==> src/rtl/cdb_arbiter_pkg.sv <==
// Shared types for the common-data-bus arbiter: FU indices, the broadcast
// packet, and the round-robin successor helper.
package cdb_arbiter_pkg;

  localparam int TAG_W_DEF  = 5;
  localparam int DATA_W_DEF = 32;
  localparam int NUM_FU     = 3;

  typedef enum logic [1:0] {
    FU_ALU = 2'd0,
    FU_MUL = 2'd1,
    FU_LSU = 2'd2
  } fu_e;

  typedef struct packed {
    logic [TAG_W_DEF-1:0]  tag;
    logic [DATA_W_DEF-1:0] data;
  } cdb_pkt;

  function automatic fu_e fu_next(fu_e f);
    case (f)
      FU_ALU:  return FU_MUL;
      FU_MUL:  return FU_LSU;
      default: return FU_ALU;
    endcase
  endfunction

endpackage

==> src/rtl/cdb_fifo.sv <==
// Per-FU completion queue. ready_o comes straight from the registered count so
// the FU handshake has no combinational dependence on any input.
module cdb_fifo
  import cdb_arbiter_pkg::*;
#(
  parameter int W     = TAG_W_DEF + DATA_W_DEF,
  parameter int DEPTH = 2
) (
  input  logic         clk_i,
  input  logic         reset_ni,
  input  logic         flush_i,
  input  logic         push_i,
  input  logic [W-1:0] push_data_i,
  input  logic         pop_i,
  output logic [W-1:0] head_o,
  output logic         empty_o,
  output logic         ready_o
);

  localparam int PW = (DEPTH > 1) ? $clog2(DEPTH) : 1;
  localparam int CW = $clog2(DEPTH + 1);

  logic [W-1:0]  mem [DEPTH];
  logic [PW-1:0] rd_ptr, wr_ptr;
  logic [CW-1:0] count;
  logic          push_ok, pop_ok;

  function automatic logic [PW-1:0] ptr_inc(logic [PW-1:0] p);
    return (p == PW'(DEPTH - 1)) ? '0 : p + PW'(1);
  endfunction

  assign ready_o = (count < CW'(DEPTH));
  assign empty_o = (count == '0);
  assign head_o  = mem[rd_ptr];
  assign push_ok = push_i & ready_o & ~flush_i;
  assign pop_ok  = pop_i & ~empty_o & ~flush_i;

  always_ff @(posedge clk_i) begin
    if (push_ok) mem[wr_ptr] <= push_data_i;
  end

  always_ff @(posedge clk_i or negedge reset_ni) begin
    if (!reset_ni) begin
      rd_ptr <= '0;
      wr_ptr <= '0;
      count  <= '0;
    end else if (flush_i) begin
      rd_ptr <= '0;
      wr_ptr <= '0;
      count  <= '0;
    end else begin
      if (push_ok) wr_ptr <= ptr_inc(wr_ptr);
      if (pop_ok)  rd_ptr <= ptr_inc(rd_ptr);
      case ({push_ok, pop_ok})
        2'b10:   count <= count + CW'(1);
        2'b01:   count <= count - CW'(1);
        default: count <= count;
      endcase
    end
  end

endmodule

==> src/rtl/cdb_arbiter.sv <==
// Round-robin arbiter merging ALU/MUL/LSU completions onto one registered
// common data bus, one broadcast per cycle.
module cdb_arbiter
  import cdb_arbiter_pkg::*;
#(
  parameter int TAG_W  = TAG_W_DEF,
  parameter int DATA_W = DATA_W_DEF,
  parameter int DEPTH  = 2
) (
  input  logic              clk_i,
  input  logic              reset_ni,
  input  logic              flush_i,
  input  logic              alu_done_i,
  input  logic [TAG_W-1:0]  alu_tag_i,
  input  logic [DATA_W-1:0] alu_data_i,
  input  logic              mul_done_i,
  input  logic [TAG_W-1:0]  mul_tag_i,
  input  logic [DATA_W-1:0] mul_data_i,
  input  logic              lsu_done_i,
  input  logic [TAG_W-1:0]  lsu_tag_i,
  input  logic [DATA_W-1:0] lsu_data_i,
  output logic              alu_ready_o,
  output logic              mul_ready_o,
  output logic              lsu_ready_o,
  output logic              cdb_en_o,
  output logic [TAG_W-1:0]  cdb_tag_o,
  output logic [DATA_W-1:0] cdb_data_o
);

  localparam int PKT_W = TAG_W + DATA_W;

  logic [PKT_W-1:0] head [NUM_FU];
  logic [NUM_FU-1:0] empty, ready, push, pop;
  logic [PKT_W-1:0]  push_data [NUM_FU];

  fu_e  ptr, grant_fu, cand;
  logic grant_vld;

  assign push      = {lsu_done_i, mul_done_i, alu_done_i};
  assign push_data[0] = {alu_tag_i, alu_data_i};
  assign push_data[1] = {mul_tag_i, mul_data_i};
  assign push_data[2] = {lsu_tag_i, lsu_data_i};

  for (genvar g = 0; g < NUM_FU; g++) begin : g_fifo
    cdb_fifo #(.W(PKT_W), .DEPTH(DEPTH)) u_fifo (
      .clk_i       (clk_i),
      .reset_ni    (reset_ni),
      .flush_i     (flush_i),
      .push_i      (push[g]),
      .push_data_i (push_data[g]),
      .pop_i       (pop[g]),
      .head_o      (head[g]),
      .empty_o     (empty[g]),
      .ready_o     (ready[g])
    );
  end

  assign alu_ready_o = ready[0];
  assign mul_ready_o = ready[1];
  assign lsu_ready_o = ready[2];

  // First non-empty queue at or after the priority pointer wins.
  always_comb begin
    grant_vld = 1'b0;
    grant_fu  = FU_ALU;
    cand      = ptr;
    for (int k = 0; k < NUM_FU; k++) begin
      if (!grant_vld && !empty[cand]) begin
        grant_vld = 1'b1;
        grant_fu  = cand;
      end
      cand = fu_next(cand);
    end
  end

  assign pop = grant_vld ? (NUM_FU'(1) << grant_fu) : '0;

  always_ff @(posedge clk_i or negedge reset_ni) begin
    if (!reset_ni) begin
      ptr        <= FU_ALU;
      cdb_en_o   <= 1'b0;
      cdb_tag_o  <= '0;
      cdb_data_o <= '0;
    end else if (flush_i) begin
      ptr      <= FU_ALU;
      cdb_en_o <= 1'b0;
    end else if (grant_vld) begin
      ptr                     <= fu_next(grant_fu);
      cdb_en_o                <= 1'b1;
      {cdb_tag_o, cdb_data_o} <= head[grant_fu];
    end else begin
      cdb_en_o <= 1'b0;
    end
  end

endmodule

==> config.mk <==
export PLATFORM = sky130hd
export DESIGN_NAME = cdb_arbiter
export DESIGN_NICKNAME = d
export VERILOG_FILES = /design/src/rtl/cdb_arbiter_pkg.sv /design/src/rtl/cdb_fifo.sv /design/src/rtl/cdb_arbiter.sv
export SDC_FILE = /design/constraint.sdc
export NUM_CORES = 1
export LEC_CHECK = 0
export CAP_MARGIN = 40
export CORE_ASPECT_RATIO = 1.2
export CORE_MARGIN = 2
export CORE_UTILIZATION = 30
export CTS_BUF_LIST = sky130_fd_sc_hd__clkbuf_2
export DETAILED_ROUTE_END_ITERATION = 8
export PLACE_DENSITY = 0.46
export SLEW_MARGIN = 15
export SYNTH_ARGS = -nofsm -noshare
export SYNTH_HDL_FRONTEND = slang
export SYNTH_HIERARCHICAL = 1
export SYNTH_SLANG_ARGS = --single-unit
==> constraint.sdc <==
create_clock -name clk_i -period 5.9 [get_ports clk_i]
set_clock_uncertainty 0.05 [all_clocks]
set_input_delay 1.18 -clock clk_i [delete_from_list [all_inputs] [get_ports clk_i]]
set_output_delay 1.18 -clock clk_i [all_outputs]
set_load 0.1 [all_outputs]
# ---- Word level (Yosys, flattened, before mapping)
# Memories as Yosys holds them, arrays and structs flattened.
# Index checks and enable logic that the tools add are counted.
dict set report totals {
  output_inout_bits 41
  ff_bits 52
  ram_bits 222
  mem_count 3
  input_bits 117
}
dict set report op_classes {
  eq_ne 9
  mux 53
  add_sub_neg 12
  bitwise 17
  shift 1
  n_lt_le_gt_ge 7
  n_reduce_logical 22
}
# memory words width read_ports rd_clocked_by_memory_dff wr line_no
set mem_list {}
lappend mem_list {{g_fifo[0].u_fifo.mem} 2 37 1 0 1 cdb_fifo.sv:23} ;# logic [W-1:0] mem [DEPTH];
lappend mem_list {{g_fifo[1].u_fifo.mem} 2 37 1 0 1 cdb_fifo.sv:23}
lappend mem_list {{g_fifo[2].u_fifo.mem} 2 37 1 0 1 cdb_fifo.sv:23}
# cell n
set ops {}
lappend ops {{binary-select mux 37 bit (select 2 bit)} 1}
lappend ops {{2-to-1 mux 37 bit} 2}
lappend ops {{2-to-1 mux 1 bit} 32}
lappend ops {{case mux 2 bit (2 select lines)} 6}
lappend ops {{2-to-1 mux 2 bit} 8}
lappend ops {{nonzero test 2 bit} 7}
lappend ops {{AND 1 bit} 12}
lappend ops {{equality test 2 x 1 -> 1 bit, second input constant} 6}
lappend ops {{zero test 2 bit} 6}
lappend ops {{< comparator 2 x 3 -> 1 bit, second input constant} 3}
lappend ops {{nonzero test 3 bit} 3}
lappend ops {{adder 1 bit, second input constant} 6}
lappend ops {{adder 2 x 1 -> 2 bit, second input constant} 3}
lappend ops {{binary-select mux 1 bit (select 2 bit)} 3}
lappend ops {{equality test 2 bit, second input constant} 3}
lappend ops {{< comparator 2 bit, second input constant} 3}
lappend ops {{subtractor 2 x 1 -> 2 bit, second input constant} 3}
lappend ops {{NOT 1 bit} 4}
lappend ops {{greater-or-equal comparator 3 bit, second input constant} 1}
lappend ops {{zero test 1 bit} 3}
lappend ops {{2-to-1 mux 3 bit} 1}
lappend ops {{NOT 2 -> 3 bit} 1}
lappend ops {{<< shifter 1 x 2 -> 3 bit, first input constant} 1}
lappend ops {{logical AND 1 bit} 2}
lappend ops {{AND reduction 2 bit} 1}

# ---- Logic depth before layout (Yosys ltp)
dict set report depth {
  depth_word 17
  mapped_depth 8
}

# ---- Modules after synthesis
# The synthesis kept the hierarchy.
# module seq_area_each_um2 n_inst area_each_um2 cells_per_inst
set by_module_without_submodules {}
lappend by_module_without_submodules {{cdb_fifo (g_fifo[1].u_fifo ...)} 2322.2 2 2975.4 137}
lappend by_module_without_submodules {{cdb_fifo (g_fifo[0].u_fifo)} 2322.2 1 2972.9 138}
lappend by_module_without_submodules {cdb_arbiter 1001.0 1 2324.7 226}

# ---- Worst setup path before layout
# Ideal clock, no wire load.
dict set report synth_timing {
  kind {input -> register}
  from {in alu_done_i}
  to {mem g_fifo[0].u_fifo/mem[1][0] (netlist bit), enable pin}
  n_path_buf 0
  path_stages 2
  arrival_ps 4011
  setup_ps 485
  path_slack_ps 1354
  path_cell_list {nand2b_4 -> nor3b_1}
}
dict set report synth_via {
  elab_chain_len 4
}
# element line_no
set synth_lines {}
lappend synth_lines {{start, declared} cdb_arbiter.sv:13} ;# input logic alu_done_i,
lappend synth_lines {{AND 1 bit (2 in a row)} cdb_fifo.sv:35} ;# assign push_ok = push_i & ready_o & ~flush_i;
lappend synth_lines {{2-to-1 mux 1 bit} cdb_fifo.sv:39} ;# if (push_ok) mem[wr_ptr] <= push_data_i;
lappend synth_lines {{2-to-1 mux 1 bit (not written as such)} cdb_fifo.sv:39}
lappend synth_lines {{end, declared} cdb_fifo.sv:23}
# Every way passes these cells.

# ---- Worst setup path in the final report
dict set report layout_timing {
  from {reg g_fifo[0].u_fifo.count[1]}
  to {out alu_ready_o}
}
dict set report layout_via {
  elab_chain_len 1
}
# element line_no
set layout_lines {}
lappend layout_lines {{start, declared} cdb_fifo.sv:25} ;# logic [CW-1:0] count;
lappend layout_lines {{start signal, assigned} cdb_fifo.sv:55} ;# 2'b10: count <= count + CW'(1);
lappend layout_lines {{start signal, assigned} cdb_fifo.sv:56} ;# 2'b01: count <= count - CW'(1);
lappend layout_lines {{start signal, assigned} cdb_fifo.sv:57} ;# default: count <= count;
lappend layout_lines {{< comparator 2 bit} cdb_fifo.sv:32} ;# assign ready_o = (count < CW'(DEPTH));
lappend layout_lines {{end, declared} cdb_arbiter.sv:22} ;# output logic alu_ready_o,
# Every way passes these cells.

==> results.cfg <==
[run_status]
status = finished, final reports clean

[final_layout]
final-seq-area_sq_um = 7970
final_cell_mix = 222 x edfxtp_1, 156 x clkdlybuf4s50_1, 106 x clkbuf_2
fill_cells = 3413
layout.nets = 1012
multi_input_area_sq_um = 3010
area_delta_synth_final_pct = 31.0
final_common_cell = edfxtp_1
fin_cells = 1432
fin_area_sq_um = 14700
drive_above_1_share_pct = 36.8

[worst_setup_path]
max_stage_delay_ns = 0.51
worstSetupPathType = register to output pin
worstPathRequired_ns = 4.67
cp_top_family = buffers and inverters
start_kind = register
crit_chain = inv_1, clkdlybuf4s50_1, buf_8
timing.critical_path.buf_inv = 3
crit_path_end_kind = output pin
slowest_stage = clkdlybuf4s50_1
critPathArrivalTime_ns = 2.08
crit_fanout = 7

[detailed_routing]
ant_nets = 0
drtPass1Iterations = 4
drtIter0Drc = 378
wl_per_cell_um = 20.5
wl_mm = 29.3
routed_via_density = 4.56
num_vias = 6527
drc = 0

[clock_tree]
cts_root_buffer = clkbuf_2
cts_buffers = 72
cts_tree = yes
worstSkewPairLatency_ns = 0.86
h-tree-depth = 3
post-cts-setup-buffers = 0
cts_resized = 0
clockBufferDepth = 3
cts_sinks = 274
ctsHoldBuffers = 0
path_clk_slew_ns = 0.10

[timing]
period_needed_ns = 3.31
fin_crit_sh_pct = 56.1
rsz0062_at_grt = no
maxSlewViolCount = 0
fmax_mhz = 302
setup_viol = 0
setup_ws_ns = 2.59
finalSetupTns_ns = 0
tightestPinTransition_ns = 0.795
slew-limit-headroom_pct = 46.9
hold_viol_final = 0

[pwr]
finalPower_w = 0.00635
peakVddDrop_mv = 0.263
p_leak_nw = 5.39
power.density_nw_per_um2 = 431

[floorplan]
io_pins = 158
start_util_pct = 30.5
die_h_um = 216
die_w_um = 181
die-area_sq_um = 39100
coreArea_sq_um = 36900
rows = 77

[placement]
dpl.hpwl_mm = 19.1
gp_congestion = 0.721
dp.cells = 1295
pre_cts_slack_ns = 2.29
io_buffers = 157
detailed_place.area_sq_um = 14000

[yosys]
yosysSeqAreaShare_pct = 70.8
yosysWarnings = 6
syn_area_per_cell_sq_um = 17.6
synthCells = 638
ys_types = 40
ys_ff_latch = 274
synth_area_sq_um = 11200
synth_fp_nets = 755

[global_routing]
grt_pass1_wl_mm = 43.5
grt_pass1_vias = 7282
track_usage_pct = 15.1
use_met3_pct = 3.31
antenna_found_initial = 2
top_usage_layer = met2
use_met1_pct = 17.1
grt_max_degree = 39
overflow = 0
use_met2_pct = 27.6

[hold_path]
hold_class = primary input to asynchronous set/reset pin

[run]
drv_cap = 0
==> synth_stat cells <==
cell       instances  area, sq um
inv_1              4         15.0
a221oi_1          10         87.6
dfrtp_1           52         1300
buf_12             2         40.0
a31oi_1            1         6.26
a41o_1             1         10.0
a32oi_1            7         61.3
o22a_1             1         8.76
or2b_1             1         7.51
mux2i_1            1         10.0
buf_2             13         65.1
nor2b_1            3         18.8
nor3b_1            3         22.5
nand2b_4           4         55.1
buf_4              2         15.0
nand2b_1           2         12.5
a22oi_1            7         52.6
a2bb2oi_1          1         8.76
clkbuf_2           1         5.00
nor2b_4            2         27.5
nor3_1             3         15.0
and2b_2            2         17.5
a21oi_2           20          175
mux2_2            53          597
xor2_1             6         52.6
o32a_1             1         10.0
o22ai_4            1         20.0
edfxtp_1         222         6670
inv_2              1         3.75
a21o_1             2         15.0
clkbuf_1           3         11.3
a211oi_2           1         12.5
a21oi_1           18         90.1
mux2_4            60          901
a221oi_2          20          300
nor2_1            42          158
o21a_1             2         15.0
buf_6             14          158
o21ai_0           13         65.1
nand2_1           36          135
==> final cells by class <==
cell class                      count  area share, %
Tap cell                          474           4.02
Timing Repair Buffer              218           16.7
Multi-Input combinational cell    324           20.4
Clock buffer                      106           3.60
Antenna cell                        3         0.0509
Sequential cell                   274           54.1
Clock inverter                     28           1.02
Inverter                            5          0.127
==> cell families after synthesis <==
group / Yosys count / synth area share (%)
compound gates: 106 / 8.34
simple gates: 98 / 4.17
xor+xnor: 6 / 0.467
buf+inv: 40 / 2.78
mux: 114 / 13.4
flops: 274 / 70.8
==> sequential cells by signal, indices dropped and copies added (netlist names) <==
name	count
g_fifo.u_fifo/mem	222
cdb_tag_o	5
g_fifo.u_fifo/rd_ptr	3
g_fifo.u_fifo/count	6
cdb_en_o	1
g_fifo.u_fifo/wr_ptr	3
ptr	2
cdb_data_o	32
==> report_power, final <==
group / switching [W] / total, W / internal [W] / leakage [nW]
Combinational: 0.00160 / 0.00258 / 0.000975 / 2.24
Clock: 0.000793 / 0.00133 / 0.000533 / 0.507
Sequential: 0.000132 / 0.00245 / 0.00231 / 2.65
==> worst reg2reg max path, stage by stage, from the launching register on <==
cell	delay, ns
dfrtp_1	0.44
nor2_1	0.51
o21a_1	0.21
o21a_2	0.45
buf_4	0.53
nor2b_4	0.10
mux2_2	0.29
a21oi_1	0.13
==> path summary, 6_finish.rpt <==
kind	end	cells after the start	from	slack [ns]
worst max-delay path	alu_ready_o	3	g_fifo[0].u_fifo/count[1]	2.59
worst min-delay path	cdb_data_o[1]	1	reset_ni	0.16
worst max register to register	g_fifo[2].u_fifo/count[0]	7	g_fifo[1].u_fifo/count[1]	3.13
worst min register to register	cdb_data_o[0]	2	cdb_data_o[0]	0.47
max in group asynchronous	g_fifo[1].u_fifo/rd_ptr	2	reset_ni	5.04
min in group clk_i	cdb_data_o[0]	2	cdb_data_o[0]	0.47
==> per-layer routing <==
metal | share of wire, % | wire [um]
met5 | 0 | 0
met4 | 2.1 | 614
met1 | 39 | 11300
met3 | 5.2 | 1530
met2 | 54 | 15800
==> per-stage QoR <==
stage               hold WS (ns)  utilization [%]
global route              0.0570             39.9
global placement           0.448             36.1
floorplan                  0.469                -
CTS                       0.0687             39.9
detailed placement         0.444             38.1
finish                     0.157             39.9
No activity file was read; power rests on OpenSTA's default activity.
